## config.mk

```make
export PLATFORM = sky130hd
export DESIGN_NAME = npu_conv_sched
export DESIGN_NICKNAME = d
export VERILOG_FILES = /design/src/rtl/npu_pkg.sv /design/src/rtl/npu_tag_pipe.sv /design/src/rtl/npu_conv_sched.sv
export SDC_FILE = /design/constraint.sdc
export NUM_CORES = 1
export LEC_CHECK = 0
export BUFFER_PORTS_ARGS = -buffer_cell sky130_fd_sc_hd__buf_2
export CAP_MARGIN = 20
export CORE_ASPECT_RATIO = 1.1
export CORE_MARGIN = 1
export CORE_UTILIZATION = 41
export CTS_CLUSTER_DIAMETER = 120
export CTS_CLUSTER_SIZE = 14
export DETAILED_ROUTE_END_ITERATION = 16
export GPL_ROUTABILITY_DRIVEN = 0
export PLACE_DENSITY = 0.68
export SLEW_MARGIN = 20
export SYNTH_ARGS = -nofsm -noshare
export SYNTH_HDL_FRONTEND = slang
export SYNTH_SLANG_ARGS = --single-unit
```

## constraint.sdc

```tcl
create_clock -name clk -period 3.7 [get_ports clk]
set_input_delay 0.555 -clock clk [delete_from_list [all_inputs] [get_ports clk]]
set_output_delay 0.555 -clock clk [all_outputs]
set_load 0.03 [all_outputs]
```

## src/rtl/npu_pkg.sv

```systemverilog
// Shared types and default latencies for the NPU convolution scheduler.
package npu_pkg;

    localparam int unsigned ACC_LATENCY_DEF  = 12;
    localparam int unsigned POST_LATENCY_DEF = 3;

    typedef enum logic [2:0] {
        ST_IDLE  = 3'd0,
        ST_LOAD  = 3'd1,
        ST_RUN   = 3'd2,
        ST_DRAIN = 3'd3,
        ST_FIN   = 3'd4
    } sched_state_t;

    typedef struct packed {
        logic valid;
        logic first;
        logic last;
    } tag_t;

    // Bubbles carry an all-zero tag so they can never restart or finish a pixel.
    function automatic tag_t make_tag(input logic beat, input logic first, input logic last);
        tag_t t;
        t.valid = beat;
        t.first = beat & first;
        t.last  = beat & last;
        return t;
    endfunction

endpackage

```

## src/rtl/npu_tag_pipe.sv

```systemverilog
// Shift-register delay line for beat tags with synchronous clear.
module npu_tag_pipe
    import npu_pkg::*;
#(
    parameter int unsigned DEPTH = 16,
    parameter int unsigned TAP   = 12
) (
    input  logic clk,
    input  logic clr,
    input  tag_t din,
    output tag_t tap,
    output tag_t tail,
    output logic any_valid
);

    tag_t [DEPTH-1:0] stage;

    always_ff @(posedge clk) begin
        if (clr) begin
            stage <= '0;
        end else begin
            stage <= {stage[DEPTH-2:0], din};
        end
    end

    // stage[k] presents a tag k+1 cycles after it was issued.
    assign tap  = stage[TAP-1];
    assign tail = stage[DEPTH-1];

    always_comb begin
        any_valid = 1'b0;
        for (int i = 0; i < DEPTH; i++) begin
            any_valid = any_valid | stage[i].valid;
        end
    end

endmodule

```

## src/rtl/npu_conv_sched.sv

```systemverilog
// Convolution job scheduler: sequences parameter load, beat issue and pipeline drain for the MAC core.
// Optional perf counters are enabled by defining NPU_SCHED_PERF_EN.
module npu_conv_sched
    import npu_pkg::*;
#(
    parameter int unsigned MAC_OUT_NUM  = 18,
    parameter int unsigned CNT_WIDTH    = 16,
    parameter int unsigned ACC_LATENCY  = ACC_LATENCY_DEF,
    parameter int unsigned POST_LATENCY = POST_LATENCY_DEF
) (
    input  logic                   clk,
    input  logic                   rst,
    input  logic                   cfg_start,
    input  logic [CNT_WIDTH-1:0]   cfg_acc_len,
    input  logic [CNT_WIDTH-1:0]   cfg_out_num,
    input  logic [3:0]             cfg_scale,
    output logic                   param_req,
    input  logic                   param_vld,
    output logic                   data_req,
    input  logic                   data_vld,
    output logic                   mac_data_valid,
    output logic                   mac_data_gate,
    output logic                   mac_weight_valid,
    output logic                   mac_bias_valid,
    output logic [3:0]             mac_scale,
    output logic [MAC_OUT_NUM-1:0] adder_rst,
    output logic                   out_valid,
    output logic                   busy,
    output logic                   done
`ifdef NPU_SCHED_PERF_EN
    ,
    output logic [31:0]            perf_busy_cyc,
    output logic [31:0]            perf_stall_cyc
`endif
);

    localparam int unsigned PIPE_DEPTH = ACC_LATENCY + 1 + POST_LATENCY;

    sched_state_t         state;
    logic [CNT_WIDTH-1:0] acc_len_q;
    logic [CNT_WIDTH-1:0] out_num_q;
    logic [CNT_WIDTH-1:0] beat_cnt;
    logic [CNT_WIDTH-1:0] pix_cnt;
    logic [3:0]           scale_q;
    logic                 param_req_q;
    logic                 data_req_q;
    logic                 wb_vld_q;
    logic                 done_q;

    logic beat;
    logic beat_last;
    logic pix_last;
    tag_t tag_in;
    tag_t tag_tap;
    tag_t tag_tail;
    logic pipe_busy;
    logic unused_tag_bits;

    assign beat      = data_req_q & data_vld;
    assign beat_last = (beat_cnt == acc_len_q - CNT_WIDTH'(1));
    assign pix_last  = (pix_cnt == out_num_q - CNT_WIDTH'(1));
    assign tag_in    = make_tag(beat, beat_cnt == '0, beat_last);

    // Job sequencing, counters and latched configuration.
    always_ff @(posedge clk) begin
        if (rst) begin
            state       <= ST_IDLE;
            acc_len_q   <= '0;
            out_num_q   <= '0;
            beat_cnt    <= '0;
            pix_cnt     <= '0;
            scale_q     <= '0;
            param_req_q <= 1'b0;
            data_req_q  <= 1'b0;
            wb_vld_q    <= 1'b0;
            done_q      <= 1'b0;
        end else begin
            wb_vld_q <= 1'b0;
            done_q   <= 1'b0;
            case (state)
                ST_IDLE: begin
                    if (cfg_start) begin
                        acc_len_q   <= (cfg_acc_len == '0) ? CNT_WIDTH'(1) : cfg_acc_len;
                        out_num_q   <= cfg_out_num;
                        scale_q     <= cfg_scale;
                        beat_cnt    <= '0;
                        pix_cnt     <= '0;
                        param_req_q <= 1'b1;
                        state       <= ST_LOAD;
                    end
                end
                ST_LOAD: begin
                    if (param_vld) begin
                        param_req_q <= 1'b0;
                        wb_vld_q    <= 1'b1;
                        if (out_num_q == '0) begin
                            done_q <= 1'b1;
                            state  <= ST_FIN;
                        end else begin
                            data_req_q <= 1'b1;
                            state      <= ST_RUN;
                        end
                    end
                end
                ST_RUN: begin
                    if (beat) begin
                        if (beat_last) begin
                            beat_cnt <= '0;
                            pix_cnt  <= pix_cnt + CNT_WIDTH'(1);
                            if (pix_last) begin
                                data_req_q <= 1'b0;
                                state      <= ST_DRAIN;
                            end
                        end else begin
                            beat_cnt <= beat_cnt + CNT_WIDTH'(1);
                        end
                    end
                end
                ST_DRAIN: begin
                    if (!pipe_busy) begin
                        done_q <= 1'b1;
                        state  <= ST_FIN;
                    end
                end
                ST_FIN: begin
                    state <= ST_IDLE;
                end
                default: begin
                    state <= ST_IDLE;
                end
            endcase
        end
    end

    npu_tag_pipe #(
        .DEPTH (PIPE_DEPTH),
        .TAP   (ACC_LATENCY)
    ) u_tag_pipe (
        .clk       (clk),
        .clr       (rst),
        .din       (tag_in),
        .tap       (tag_tap),
        .tail      (tag_tail),
        .any_valid (pipe_busy)
    );

    assign unused_tag_bits = tag_tap.last ^ tag_tail.first;

    assign param_req        = param_req_q;
    assign data_req         = data_req_q;
    assign mac_data_valid   = beat;
    assign mac_data_gate    = ~beat;
    assign mac_weight_valid = wb_vld_q;
    assign mac_bias_valid   = wb_vld_q;
    assign mac_scale        = scale_q;
    assign adder_rst        = {MAC_OUT_NUM{tag_tap.valid & tag_tap.first}};
    assign out_valid        = tag_tail.valid & tag_tail.last;
    assign busy             = (state != ST_IDLE);
    assign done             = done_q;

`ifdef NPU_SCHED_PERF_EN
    // Counters clear on an accepted start and hold once the job returns to IDLE.
    always_ff @(posedge clk) begin
        if (rst) begin
            perf_busy_cyc  <= '0;
            perf_stall_cyc <= '0;
        end else if (state == ST_IDLE) begin
            if (cfg_start) begin
                perf_busy_cyc  <= '0;
                perf_stall_cyc <= '0;
            end
        end else begin
            perf_busy_cyc <= perf_busy_cyc + 32'd1;
            if (state == ST_RUN && !data_vld) begin
                perf_stall_cyc <= perf_stall_cyc + 32'd1;
            end
        end
    end
`endif

endmodule

```

## Yosys cells after proc, flatten, opt, wreduce, memory -nomap -nowiden

Cells that the tools add are included.

| operators by class | value |
|---|---|
| reduce and logical (&&, ||, !) cells | 15 |
| add/subtract/negate cells | 4 |
| mux-type cells | 30 |
| bitwise logic cells | 22 |
| eq/ne operators | 12 |

Operator list:

| kind | count |
|---|---|
| 16-bit 2-to-1 mux | 6 |
| 16-bit one-hot mux with 2 select lines | 2 |
| 16-bit zero test | 3 |
| 16-bit by 1-bit adder with 16-bit output (second input constant) | 2 |
| 16-bit equality test | 2 |
| 16-bit by 1-bit subtractor with 16-bit output (second input constant) | 2 |
| 3-bit 2-to-1 mux | 7 |
| 1-bit bitwise OR | 15 |
| 2-bit inequality test (second input constant) | 7 |
| 3-bit one-hot mux with 4 select lines | 1 |
| 6-bit AND reduction | 2 |
| 1-bit 2-to-1 mux | 11 |
| 3-bit by 2-bit equality test with 1-bit output (second input constant) | 2 |
| 1-bit one-hot mux with 2 select lines | 3 |
| 3-bit AND reduction | 2 |
| 2-bit nonzero test | 3 |
| 1-bit AND | 5 |
| 4-bit AND reduction | 1 |
| 3-bit by 1-bit equality test with 1-bit output (second input constant) | 1 |
| 3-bit zero test | 1 |
| 3-bit nonzero test | 1 |
| 1-bit inverter | 2 |
| 2-bit AND reduction | 1 |
| 2-bit OR reduction | 1 |

| storage, ports and cells | value |
|---|---|
| output and inout port bits | 31 |
| register bits | 119 |
| input bits | 41 |
| logic and storage cells | 137 |

## Depth between registers and ports, before layout

| depth | value |
|---|---|
| word-level depth | 17 |
| gate-level depth with buffers | 11 |
| gate-level depth less buffers | 9 |

## Hierarchy

Synthesis repeated with hierarchy kept, for this count alone.

| second synthesis, totals | value |
|---|---|
| cells, all modules | 681 |
| area total of the unflattened synthesis | 5,838.1 um^2 |

Modules (own cells, without submodules):

| module | area an instance (um^2) | cells an instance | instances | seq. area each (um^2) |
|---|---|---|---|---|
| npu_conv_sched | 4,456.8 | 569 | 1 | 1,501.4 |
| npu_tag_pipe | 1,381.3 | 112 | 1 | 960.9 |

## Worst setup path after synthesis

Ideal clock, no wire load.

| path | value |
|---|---|
| path kind | register to register |
| from | reg acc_len_q[0] |
| to | reg pix_cnt[9] |
| period minus slack after synthesis | 2.905 ns |
| path buffers | 1 |
| arrival time | 2.835 ns |
| stages on the path, launching flop included | 11 |
| setup time | 0.070 ns |
| slack | 0.795 ns |
| data required time | 3.630 ns |
| cell sequence | dfxtp_1 > inv_1 > ha_1 > nor3b_1 > a21oi_1 > or3b_2 > a2111o_1 > o31a_1 > buf_6 > or4_1 > a21oi_1 |

| on the way | value |
|---|---|
| word-level cells in the longest chain between the ends | 4 |

RTL lines:

| item | line | text |
|---|---|---|
| from (decl) | npu_conv_sched.sv:40 | `logic [CNT_WIDTH-1:0] acc_len_q;` |
| from (signal assigned) | npu_conv_sched.sv:83 | `acc_len_q <= (cfg_acc_len == '0) ? CNT_WIDTH'(1) : cfg_acc_len;` |
| 16-bit by 1-bit subtractor with 16-bit output | npu_conv_sched.sv:60 | `assign beat_last = (beat_cnt == acc_len_q - CNT_WIDTH'(1));` |
| 16-bit equality test | npu_conv_sched.sv:60 |  |
| 2-bit inequality test (no source line) | - |  |
| 4-bit AND reduction (no source line) | - |  |
| to (signal assigned) | npu_conv_sched.sv:109 | `pix_cnt <= pix_cnt + CNT_WIDTH'(1);` |
| to (decl) | npu_conv_sched.sv:43 | `logic [CNT_WIDTH-1:0] pix_cnt;` |

Every way passes these cells.
A chain may end at the register's enable or synchronous reset.

## Worst setup path after layout

| path | value |
|---|---|
| from | reg acc_len_q[0] |
| to | reg pix_cnt[3] |

Same word-level chain as after synthesis.

==> key figures <==
Logic synthesis
  – Async SR Flop Fraction: 0%
  – Count of cell types in the netlist: 60
  – Synth area leader: dfxtp_1
  – Synth Register Bits: 119
  – Synth Instances: 645
  – Synth Cell Area: 5590 um2
  – Largest cells by area after synthesis: dfxtp_1, xnor2_1, nand2_1, nor2b_1, a21oi_1
  – Syn avg cell area: 8.67 um2
  – Count leader, synth: dfxtp_1
  – Yosys top cell area share: 42.6%
  – Synth cell count leaders: dfxtp_1, nand2_1, a21oi_1, nor2b_1, xnor2_1
  – Seq/Total Area, Yosys: 42.6%
  – Top FF cell, synth: dfxtp_1
  – Post-Syn Nets: 691
  – Ys Warns: 0
  – Number of flops mapped to enable cells by yosys: 0

Pwr
  – Pwr per Cell Area: 539 nW/um2
  – P_leak: 2.52 nW
  – Part of the power in the clock network: 44.6%
  – Net Switching: 1.02 mW
  – Sw Ratio: 28.8%
  – Reg power frac: 39.4%
  – Int Pwr: 2.52 mW
  – Peak supply drop: 0.000312 V
  – Combinational share of power: 16.0%

Drt
  – Antenna Nets Post-Route: 0
  – Vias/cell: 5.28
  – WL/cell: 13.7 um
  – Initial drt markers: 325
  – First drt pass iteration count: 5
  – Drt drc: 0
  – Final wirelength: 12.2 mm
  – Vias post-DR: 4,706

STA
  – Crit share post-route: 88.8%
  – Total negative setup slack: 0 ns
  – RSZ-0062 raised after global routing: no
  – Final Max Tran Viols: 0
  – Final Hold Violating Endpoints: 0
  – Clock skew: 0.0101 ns
  – Final Worst Setup Slack: 0.413 ns
  – Setup violators final: 0
  – Worst Tran Pin Value: 0.761 ns
  – Max_slew headroom: 48.8%
  – Fmax: 304 MHz
  – Fin crit period: 3.29 ns

Clock tree
  – H-tree level count: 4
  – Worst-path clk slew: 0.06 ns
  – CTS Sinks: 119
  – Worst-skew pair later-pin latency: 0.42 ns
  – CTS-repair resized insts: 0
  – Deepest clock path buffer count: 2
  – Num CTS Buffers: 17
  – CTS tree: done
  – Root Buffer: clkbuf_16
  – CTS Hold Buffers Added: 0
  – Postcts setup bufs: 0

Flow run
  – Number of max-cap violations: 0

Global route
  – Global-route usage over all layers: 18.4%
  – Largest net degree at the start of global routing: 57
  – Vias in the first global route: 4,439
  – First-pass GRT wire length: 20.8 mm
  – Initial antenna violation count: 0
  – Grt total ovfl: 0

Worst setup path
  – Slowest-stage cell, CP: o31a_1
  – R2r setup slk: 0.41 ns
  – Crit-path leading delay family: simple AND/OR/NAND/NOR gates
  – Critical path type: reg2reg
  – Worst EP arrival: 3.63 ns
  – CP Data Required Time: 4.04 ns
  – Startpoint Class: flop
  – Worst-path fanout max: 20
  – CP most frequent cell: a21oi_1
  – Crit. End Element: flop
  – CP Cell Sequence: inv_1, ha_1, nor3b_1, a21oi_1, or3b_2, a2111o_1, o31a_1, or4_1, a21oi_1
  – CP max stage delay: 0.54 ns
  – CP Buf/Inv Count: 1

Place
  – Hpwl dp: 8.60 mm
  – IO Port Bufs: 71
  – Worst slack, placed: 0.345 ns

Floorplanning
  – IO Count: 72
  – Initial cell density of the core: 42.1%
  – Core Area: 13,300 um2
  – Die Span X: 113 um
  – Cell Rows: 44
  – Die Height: 124 um
  – Die Footprint: 14,100 um2

Layout
  – Synthesis-to-layout area growth: 17.4%
  – Fin nets: 740
  – Ant. Diodes: 0
  – Layout cells sized above 1: 19.2%
  – # fillers: 1,206

Hold path
  – Hold Path Class: in2reg

Outcome
  – Status: finished clean
-- kinds of logic after synthesis --
logic type,synth area share [%]
AOI/OAI and AO/OA,11.9
muxes,1.25
xor gates and xnor gates,8.77
adders and majority gates,1.12
buffers and inverters,5.95
and+or+nand+nor,28.4
DFF,42.6
-- power groups by stage --
stage	Combinational [mW]	Sequential [mW]	Clock, mW
after floorplan	0.419	1.41	0
after global placement	0.546	1.42	0
after detailed placement	0.559	1.42	0
after CTS	0.562	1.39	1.61
after global routing	0.625	1.40	1.67
final	0.565	1.40	1.58
-- sequential cells by signal (all words and copies together), names as in the netlist --
register,flops
pix_cnt,16
u_tag_pipe.tail,2
mac_bias_valid,1
state,3
data_req,1
out_num_q,16
acc_len_q,16
done,1
mac_scale,4
param_req,1
beat_cnt,16
u_tag_pipe.stage,39
u_tag_pipe.tap,3
-- final timing paths --
| check | start | to | depth (start not counted) |
|---|---|---|---|
| setup reg to reg | acc_len_q[0] | pix_cnt[3] | 9 |
| setup / recovery | acc_len_q[0] | pix_cnt[3] | 9 |
| hold reg to reg | u_tag_pipe.stage[16] | u_tag_pipe.stage[19] | 1 |
| hold / removal | cfg_acc_len[14] | acc_len_q[14] | 2 |
-- cell type report --
type / count / area (um2) / share of cell area [%]
Clock buffer: 18 / 439 / 6.69
Clock inverter: 14 / 138 / 2.10
Inverter: 14 / 52.6 / 0.801
Multi-Input combinational cell: 460 / 2880 / 43.9
Sequential cell: 119 / 2380 / 36.3
Tap cell: 184 / 230 / 3.51
Timing Repair Buffer: 82 / 438 / 6.67
-- stage by stage --
step           hold slack, ns  std cells  total power [mW]  util, %  instance area (um2)
2_1_floorplan           0.414        645              1.83        -                 5590
3_3_place_gp            0.417        859              1.96     45.1                 5980
3_5_place_dp            0.423        859              1.98     45.1                 5980
4_1_cts                 0.352        891              3.56     49.4                 6560
5_1_grt                 0.368        891              3.70     49.5                 6560
6_report                0.365        891              3.54     49.5                 6560
-- layer usage --
| metal | vias to the layer above | part of all wire [%] | global-route usage, % |
|---|---|---|---|
| li1 | 2357 | - | - |
| met1 | 2168 | 46 | 23.2 |
| met2 | 154 | 46 | 29.1 |
| met3 | 27 | 5.6 | 5.21 |
| met4 | 0 | 2.2 | 8.36 |
| met5 | - | 0 | 0 |
-- cell usage in the layout (no fill, tap or decap), drive strengths merged, types with 4 or more instances in the layout --
master  Yosys  final
a211oi      4      4
a21oi      43     43
a22o       10     10
and3        6      6
buf        25     82
clkbuf     27     18
clkinv      0      6
dfxtp     119    119
ha          5      5
inv        14     20
mux2i       7      7
nand2      71     71
nand2b      5      5
nand3      22     22
nand4      15     15
nor2       29     29
nor2b      42     42
nor3       34     34
nor3b       4      4
nor4       20     20
o21ai      12     12
o31ai       7      7
or2         7      7
or3         6      6
or4        11     11
xnor2      37     37
xor2       19     19
-- worst register-to-register path, cell delays in order (launching register included) --
cell	delay (ns)
dfxtp_1	0.33
inv_1	0.08
ha_1	0.25
nor3b_1	0.36
a21oi_1	0.11
or3b_2	0.45
a2111o_1	0.41
o31a_1	0.54
or4_1	0.55
a21oi_1	0.14
Note: power is estimated with default switching activity, not from simulation.
